File: config.mk
export PLATFORM = sky130hd
export DESIGN_NAME = multiplier_seq_block
export DESIGN_NICKNAME = d
export VERILOG_FILES = /design/src/rtl/multiplier_seq_block.sv
export SDC_FILE = /design/constraint.sdc
export NUM_CORES = 1
export LEC_CHECK = 0
export CAP_MARGIN = 20
export CORE_ASPECT_RATIO = 0.5
export CORE_MARGIN = 2
export CORE_UTILIZATION = 51
export DETAILED_ROUTE_END_ITERATION = 8
export GPL_TIMING_DRIVEN = 0
export PLACE_DENSITY_LB_ADDON = 0.15
export SKIP_LAST_GASP = 1
export SYNTH_ARGS = -nofsm -noshare
export SYNTH_HDL_FRONTEND = slang
export SYNTH_SLANG_ARGS = --single-unit
File: constraint.sdc
create_clock -name clk -period 3.1 [get_ports clk]
set_input_delay 0.775 -clock clk [delete_from_list [all_inputs] [get_ports clk]]
set_output_delay 0.775 -clock clk [all_outputs]
set_load 0.005 [all_outputs]
File: src/rtl/multiplier_seq_block.sv
// Sequential shift-and-add multiplier: o_data0 = i_data0 * i_coef mod 2^WIDTH.
// One coefficient bit is consumed per clock while BUSY; the product is held in
// DONE until the consumer asserts i_ready.
// Build option: define MULT_SEQ_EARLY_EXIT_EN to leave BUSY as soon as no set
// coefficient bits remain (results are identical, only latency changes).
module multiplier_seq_block #(
  parameter int unsigned WIDTH  = 32,
  parameter int unsigned COEF_W = 16
) (
  input  logic              clk,
  input  logic              rst,
  input  logic [WIDTH-1:0]  i_data0,
  input  logic [COEF_W-1:0] i_coef,
  input  logic              i_valid,
  output logic              o_ready,
  output logic [WIDTH-1:0]  o_data0,
  output logic              o_valid,
  input  logic              i_ready,
  output logic              o_busy
);

  localparam int unsigned    CntW    = (COEF_W > 1) ? $clog2(COEF_W) : 1;
  localparam logic [CntW-1:0] CntLast = CntW'(COEF_W - 1);
  localparam logic [CntW-1:0] CntOne  = CntW'(1);

  typedef enum logic [1:0] {StIdle, StBusy, StDone} state_e;

  state_e            state_q, state_d;
  logic [WIDTH-1:0]  acc_q, acc_d;
  logic [WIDTH-1:0]  mcand_q, mcand_d;
  logic [COEF_W-1:0] coef_q, coef_d;
  logic [CntW-1:0]   cnt_q, cnt_d;
  logic              last_step;

  // Final BUSY step: all coefficient bits consumed (or, with early exit, none left set).
`ifdef MULT_SEQ_EARLY_EXIT_EN
  assign last_step = (cnt_q == CntLast) || ((coef_q >> 1) == '0);
`else
  assign last_step = (cnt_q == CntLast);
`endif

  // State and datapath registers; synchronous reset overrides everything.
  always_ff @(posedge clk) begin
    if (rst) begin
      state_q <= StIdle;
      acc_q   <= '0;
      mcand_q <= '0;
      coef_q  <= '0;
      cnt_q   <= '0;
    end else begin
      state_q <= state_d;
      acc_q   <= acc_d;
      mcand_q <= mcand_d;
      coef_q  <= coef_d;
      cnt_q   <= cnt_d;
    end
  end

  // Next-state and datapath update; operands are captured only on acceptance in IDLE.
  always_comb begin
    state_d = state_q;
    acc_d   = acc_q;
    mcand_d = mcand_q;
    coef_d  = coef_q;
    cnt_d   = cnt_q;
    unique case (state_q)
      StIdle: begin
        if (i_valid) begin
          acc_d   = '0;
          mcand_d = i_data0;
          coef_d  = i_coef;
          cnt_d   = '0;
          state_d = StBusy;
        end
      end
      StBusy: begin
        // Carries beyond WIDTH bits are dropped by the sized add and shift.
        if (coef_q[0]) acc_d = acc_q + mcand_q;
        mcand_d = mcand_q << 1;
        coef_d  = coef_q >> 1;
        cnt_d   = cnt_q + CntOne;
        if (last_step) state_d = StDone;
      end
      StDone: begin
        if (i_ready) state_d = StIdle;
      end
      default: state_d = StIdle;
    endcase
  end

  // Handshake outputs decode directly from the state register.
  always_comb begin
    o_ready = (state_q == StIdle);
    o_busy  = (state_q == StBusy);
    o_valid = (state_q == StDone);
    o_data0 = acc_q;
  end

endmodule

== Word-level counts from Yosys, hierarchy flattened ==
Index checks and enable logic that the tools add are counted.

* Output and inout port bits: 35
* Bits of input ports: 52
* Word-level logic and storage cells: 32
* Flip-flop bits (word level): 86

* Eq/ne operators: 7
* Add/sub/neg operators: 2
* Reductions and logical operators: 5
* Mux-type cells: 13

{| class="wikitable"
|+ Operators with widths
! cell !! count
|-
| $pmux 32 s2 || 2
|-
| $mux 32 || 3
|-
| $add 32x32->32 || 1
|-
| $pmux 16 s2 || 1
|-
| $mux 16 || 1
|-
| $pmux 4 s2 || 1
|-
| $mux 2 || 3
|-
| $ne 2x1->1 const B || 3
|-
| $pmux 2 s3 || 1
|-
| $reduce_and 3->1 || 2
|-
| $add 4x1->4 const B || 1
|-
| $eq 4x4->1 const B || 1
|-
| $mux 4 || 1
|-
| $eq 2x1->1 const B || 1
|-
| $eq 2x2->1 const B || 1
|-
| $logic_not 2->1 || 1
|-
| $ne 2x2->1 const B || 1
|-
| $reduce_and 2->1 || 1
|-
| $reduce_bool 2->1 || 1
|}

== Longest topological paths before layout ==
Gate-level depths: netlist of the first run.

* Depth in word-level cells: 3
* Mapped depth: 11
* Mapped depth without buffers: 11

== Worst setup path after synthesis of the first run ==
Ideal clock, no wire load.

* Path type: flip-flop to flip-flop
* From: register acc_q[0] (netlist: o_data0[0])
* To: register acc_q[30] (netlist: o_data0[30])
* Slack: 0.677 ns
* Required time: 2.980 ns
* Cell stages (with the launch flop): 12
* Data arrival time: 2.304 ns
* Library setup time: 0.120 ns
* Cell sequence: dfxtp_1 -> ha_1 -> inv_1 -> fa_1 -> nor2b_1 -> o31a_1 -> o31ai_1 -> a21oi_1 -> o211ai_1 -> a21boi_0 -> mux2i_1 -> a211o_1

* Word-level cells in the longest chain between the ends: 3

{| class="wikitable"
|+ Ends and longest elaborated chain
! element !! line !! text
|-
| start: declaration || 29 || <nowiki>logic [WIDTH-1:0] acc_q, acc_d;</nowiki>
|-
| start signal: assignment || 46 || <nowiki>acc_q <= '0;</nowiki>
|-
| start signal: assignment || 52 || <nowiki>acc_q <= acc_d;</nowiki>
|-
| $add 32x32->32 || 78 || <nowiki>if (coef_q[0]) acc_d = acc_q + mcand_q;</nowiki>
|-
| $mux 32 || 78 ||
|-
| $pmux 32 s2 || 66 || <nowiki>unique case (state_q)</nowiki>
|}

No other way between the ends. The select of a mux whose other input is x is not followed.
A chain may end at the register's enable or synchronous reset.

== Final worst setup path of the first run ==
* From: register acc_q[0] (netlist: o_data0[0])
* To: register acc_q[28] (netlist: o_data0[28])

Same word-level chain as after synthesis.

==> impl_results.md, run 1 <==
- Setup Crit Path Kind: flip-flop to flip-flop
- Vias per inst: 6.07
- GPL Wtd Cong: 0.992
- CTS tree: built
- Via count: 6,176
- Post-synth top area cell: dfxtp_1
- DR DRC count: 0
- Routed met2 length: 7480 um
- Hold_buf cts: 0
- Status: completed
- Final worst-path setup slack: 0.0366 ns
- Total congestion overflow: 0
- Die W: 154 um
- CTS max path bufs: 2
- Mapped Nets: 857
- Post-Syn Area: 5750 um2
- Tmin final: 3.06 ns
- Top cells by area, synth: dfxtp_1 (30%), nor2_1 (10%), a21oi_1 (9.8%)
- Tightest Pin Transition: 0.978 ns
- Commonest register cell after synthesis: dfxtp_1
- Clk_lat worst skew: 0.35 ns
- R2r startpoint: o_data0[0]
- Ys Warns: 0
- Vias in the first global route: 5,656
- DIE HEIGHT: 79.1 um
- Cell internal pwr: 1.98 mW
- Part of the power in registers: 43.6%
- Top-count cell post-synth: nor2_1
- Switching pwr: 0.885 mW
- Initial DRC Count: 544
- Tcrit/Tclk final: 98.8%
- Crit. End Element: flip-flop
- Crit path from: o_data0[0]
- Sequential share of the synthesized area: 29.9%
- Max layer used: met4
- Cell Pwr Density: 405 nW/um2
- Synth top cells by count: nor2_1 (158), a21oi_1 (113), dfxtp_1 (86)
- CTS buffer count: 9
- Post-synth EDFFs: 0
- Share of layout cells above drive strength 1: 6.76%
- First-pass GRT wire length: 28,500 um
- Largest net degree at the start of global routing: 16
- Wire length per cell: 17.7 um
- Relative slew slack: 34.3%
- Logic pwr share: 20.3%
- Initial antenna violation count: 0
- Cells after Synth: 772
- Layout filler cell count: 971
- Antenna-violating nets left: 0
- Asr flop ratio synth: 0%
- Clock skew: 0.00812 ns
- Clock power share: 36.2%
- Max Cap Viol: 0
- Average size of a mapped cell: 7.45 um2
- Final setup violating endpoints: 0
- Hold Vio Cnt, Final: 0
- CP Max Fanout: 5
- Synth top area share: 29.9%
- Leak: 2.94 nW
- Max Fclk: 326 MHz
- Switching Share: 30.9%
- Critical Path Source Type: flip-flop
- FP Rows: 27
- # diodes: 0
- Area Growth Syn to Fin: 23.0%
- HPWL Detailed: 13,300 um
- TritonRoute pass-1 iters: 6
- Core area: 11,000 um2
- # IOs: 87
- Post-Route WL: 18,000 um
- Min-Delay Path Depth: 2
- Met1 WL: 8420 um
- Clock H-tree levels: 3
- Total track usage: 29.4%
- Pre-CTS setup slack: 0.0135 ns
- Port Buffer Count: 85
- Worst-path clk slew: 0.07 ns
- Min-delay src: o_data0[25]
- Arr. time, crit path: 3.30 ns
- CTS root buffer: clkbuf_16
- Power, Total: 2.86 mW
- Clock sink count: 86
- Maximum VDD drop: 0.311 mV
- Initial Utilization: 52.4%
- Metal3 WL: 1770 um
- Final Max Slew Viols: 0
- Synth unique cells: 58
- # nets final: 953
- Critical Path RT: 3.34 ns
- Hold/Removal Path Class: flip-flop to flip-flop
- Seq cells post-synth: 86
- Die area: 12,200 um2
- Logic depth of the worst register-to-register path: 11
[power by group through the flow]
| stage | clock network [mW] | registers, mW | logic [mW] |
|---|---|---|---|
| after CTS | 1.04 | 1.24 | 0.568 |
| final | 1.04 | 1.25 | 0.581 |
| after global routing | 1.08 | 1.26 | 0.638 |
| after global placement | 0 | 1.27 | 0.551 |
| after floorplan | 0 | 1.25 | 0.365 |
| after detailed placement | 0 | 1.27 | 0.564 |
[per-stage QoR]
stage                     hold slack (ns)  util (%)  cells  instance area (um2)  setup TNS (ns)
after global routing                0.509      64.4   1018                 7070         -0.0121
final                               0.475      64.4   1018                 7070               0
after detailed placement            0.470      61.8   1002                 6790               0
after floorplan                     0.461         -    772                 5750               0
after global placement              0.465      61.8   1002                 6790               0
after CTS                           0.477      64.3   1018                 7060               0
[path summary, 6_finish.rpt]
check                 to  slack, ns
max          o_data0[28]       0.04
min          o_data0[25]       0.47
max reg2reg  o_data0[28]       0.04
min reg2reg  o_data0[25]       0.47
[layout make-up]
type	instances	area (um2)	share of cell area [%]
clock inverters	7	50.0	0.707
well taps	145	181	2.56
flip-flops and latches	86	1720	24.3
inverters	33	124	1.75
repair buffers	86	858	12.1
clock buffers	9	225	3.18
plain buffers	56	225	3.18
multi-input cells	596	3690	52.1
[placed cells by master, fill, tap and decap left out, types with 4 or more instances in the layout]
cell type / Yosys / routed
nor2_1: 158 / 158
a21oi_1: 113 / 112
dfxtp_1: 86 / 86
clkdlybuf4s50_1: 0 / 85
clkbuf_1: 37 / 36
inv_1: 33 / 33
nor2b_1: 32 / 32
ha_1: 32 / 32
nand2_1: 29 / 29
o221a_2: 24 / 24
o21ai_0: 24 / 23
a2111oi_0: 21 / 21
a21o_1: 17 / 17
a22oi_1: 17 / 17
xnor2_1: 17 / 17
nand3_1: 14 / 14
nor3_1: 13 / 13
buf_1: 13 / 12
clkbuf_16: 0 / 9
o21bai_1: 6 / 6
xor2_1: 6 / 6
nand2b_1: 5 / 5
buf_2: 5 / 5
and3_1: 5 / 5
mux2i_1: 5 / 5
nand4_1: 5 / 5
o21a_1: 4 / 4
or3_1: 4 / 4
[sequential cells by signal, indices dropped and copies added (netlist names)]
name     cells
state_q      2
coef_q      16
o_data0     32
mcand_q     32
cnt_q        4
[kinds of logic (layout without fill, tap and decap cells)]
group / count (synthesis) / in the layout / synth area share (%)
compound gates: 261 / 261 / 31.0
xor+xnor: 23 / 23 / 3.50
fa+ha+maj: 33 / 33 / 7.31
simple gates: 273 / 273 / 21.1
flops: 86 / 86 / 29.9
mux: 6 / 6 / 1.07
buf+inv: 90 / 191 / 6.11
[metal layers]
layer  track usage, %  up-vias
met5                0        -
met4             8.22        0
met3             6.93       43
met2             43.7      347
met1             42.4     2828
li1                 -     2958
[critical path: stages, from the launching register on]
cell and delay (ns):
dfxtp_1 0.36, ha_1 0.25, inv_1 0.08, fa_1 0.20
nor2b_1 0.09, o31a_1 0.37, o311ai_1 0.47, o211ai_1 0.32
nand3_1 0.17, a21boi_1 0.09, or3_1 0.31, a32o_1 0.24
[timing repair]
action / in CTS / in global routing
buffers inserted: 0 / 1
resized for setup: 2 / 3
pin swaps: 0 / 2
setup endpoints to repair: 2 / 5
cloned: 0 / 0
No activity file was read; power rests on OpenSTA's default activity.
==> run 2: changes to the inputs <==
- SETUP_SLACK_MARGIN: default -> 0.3
- clock period: 3.1 -> 3.2 ns (I/O delays scaled with it)
==> run 2 against run 1 <==
  * Sequential share of layout area fell by 0.19 points
  * Die area did not move
  * Power fell by 3.0%
  * Worst hold slack barely moved
  * Global-route usage rose by 0.19 points
  * Clock skew fell by 0.0030 ns
  * Worst setup slack improved by 0.28 ns
  * Critical path type unchanged
  * Critical endpoint is now o_data0[30]
==> impl_results.md, run 2 (synthesized netlist as in run 1, its figures left out) <==
- Min-Delay Path Depth: 2
- CTS buffer count: 9
- First-pass GRT wire length: 28,700 um
- Die W: 154 um
- Vias per inst: 6.04
- Placed Cells: 1,002
- Clock skew: 0.00514 ns
- Metal3 WL: 1720 um
- # nets final: 958
- Tmin final: 2.88 ns
- DR DRC count: 0
- Post-Route WL: 18,100 um
- Leak: 2.98 nW
- Final Max Slew Viols: 0
- Status: completed
- CTS max path bufs: 2
- Routed met2 length: 7600 um
- Share of layout cells above drive strength 1: 8.43%
- Area occupied by registers: 1720 um2
- Max layer used: met4
- Total track usage: 29.6%
- Cell Pwr Density: 389 nW/um2
- Fin cells: 1,023
- Commonest non-fill, non-tap cells in the layout: nor2_1 (158), a21oi_1 (112), clkdlybuf4s50_1 (85)
- TritonRoute pass-1 iters: 6
- CP Max Fanout: 4
- Hold Vio Cnt, Final: 0
- Total congestion overflow: 0
- Relative slew slack: 33.6%
- Hold_buf cts: 0
- Max Cap Viol: 0
- Multi-input logic area: 3710 um2
- Tcrit/Tclk final: 90.0%
- Max Fclk: 347 MHz
- Setup Crit Path Kind: flip-flop to flip-flop
- # IOs: 87
- Maximum VDD drop: 0.302 mV
- Clock H-tree levels: 3
- Arr. time, crit path: 3.12 ns
- HPWL Detailed: 13,300 um
- FP Rows: 27
- Port Buffer Count: 85
- Largest net degree at the start of global routing: 16
- CTS root buffer: clkbuf_16
- Crit. End Element: flip-flop
- # diodes: 0
- Area Growth Syn to Fin: 24.1%
- Logic depth of the worst register-to-register path: 11
- Setup TNS: 0 ns
- Met1 WL: 8450 um
- CTS tree: built
- Clk_lat worst skew: 0.35 ns
- Tightest Pin Transition: 0.988 ns
- Commonest non-fill, non-tap cell in the layout: nor2_1
- Final setup violating endpoints: 0
- WHS: 0.475 ns
- Critical Path Source Type: flip-flop
- Layout filler cell count: 960
- Core area: 11,000 um2
- Via count: 6,182
- Critical Path RT: 3.44 ns
- RSZ-0062 raised after global routing: yes
- Wire length per cell: 17.7 um
- Initial antenna violation count: 0
- Vias in the first global route: 5,701
- Initial DRC Count: 559
- Die area: 12,200 um2
- Worst-path clk slew: 0.07 ns
- DIE HEIGHT: 79.1 um
- Hold/Removal Path Class: flip-flop to flip-flop
- Initial Utilization: 52.4%
- Clock sink count: 86
- GPL Wtd Cong: 0.992
- Antenna-violating nets left: 0
run 2: cell types whose count changed in the layout (fill, tap and decap cells not counted), moves of 2 or more:
cell      change
clkbuf_1      -5
clkbuf_2      +5
buf_4         +4
dfxtp_1       -2
dfxtp_2       +2
run 2: where the power goes:
part	leakage [nW]	internal (mW)	total [mW]	switching, mW
registers	0.708	1.14	1.21	0.0683
logic	2.15	0.250	0.564	0.314
clock network	0.128	0.528	1.01	0.478
total	2.98	1.92	2.78	0.860
run 2: area by class of cell:
class / count / area share (%)
repair buffers: 90 / 12.4
clock buffers: 9 / 3.15
flip-flops and latches: 86 / 24.1
clock inverters: 7 / 0.701
well taps: 145 / 2.54
inverters: 33 / 1.73
multi-input cells: 596 / 52.0
plain buffers: 57 / 3.31
run 2: timing repair:
item,CTS,global route
setup endpoints to repair,5,9
buffers inserted,2,3
pin swaps,3,4
gates resized for setup,7,14
run 2: metal layers:
layer / GRT usage [%] / vias up
li1: - / 2969
met1: 42.4 / 2884
met2: 44.1 / 292
met3: 7.21 / 37
met4: 8.50 / 0
met5: 0 / -
run 2: worst paths after layout:
| check | startpoint | endpoint | slack (ns) |
|---|---|---|---|
| setup / recovery | mcand_q[0] | o_data0[30] | 0.32 |
| hold / removal | o_data0[25] | o_data0[25] | 0.48 |
| hold reg to reg | o_data0[25] | o_data0[25] | 0.48 |
| setup reg to reg | mcand_q[0] | o_data0[30] | 0.32 |
run 2: through the flow:
stage | worst slack [ns] | instance area, um2 | utilization, % | total power [mW]
global route | 0.237 | 7140 | 65.0 | 2.89
floorplan | 0.777 | 5750 | - | 1.56
detailed placement | 0.113 | 6790 | 61.8 | 1.78
finish | 0.320 | 7140 | 65.0 | 2.78
CTS | 0.275 | 7090 | 64.6 | 2.76
global placement | 0.215 | 6790 | 61.8 | 1.76
run 2: worst max-delay path, cell delays in order (launching register included):
cell,delay [ns]
dfxtp_2,0.39
ha_1,0.21
inv_1,0.06
fa_1,0.41
nor2b_2,0.17
o31a_1,0.32
o31ai_4,0.13
a21oi_2,0.21
o211ai_1,0.23
a21boi_1,0.27
mux2i_1,0.11
a211o_1,0.26
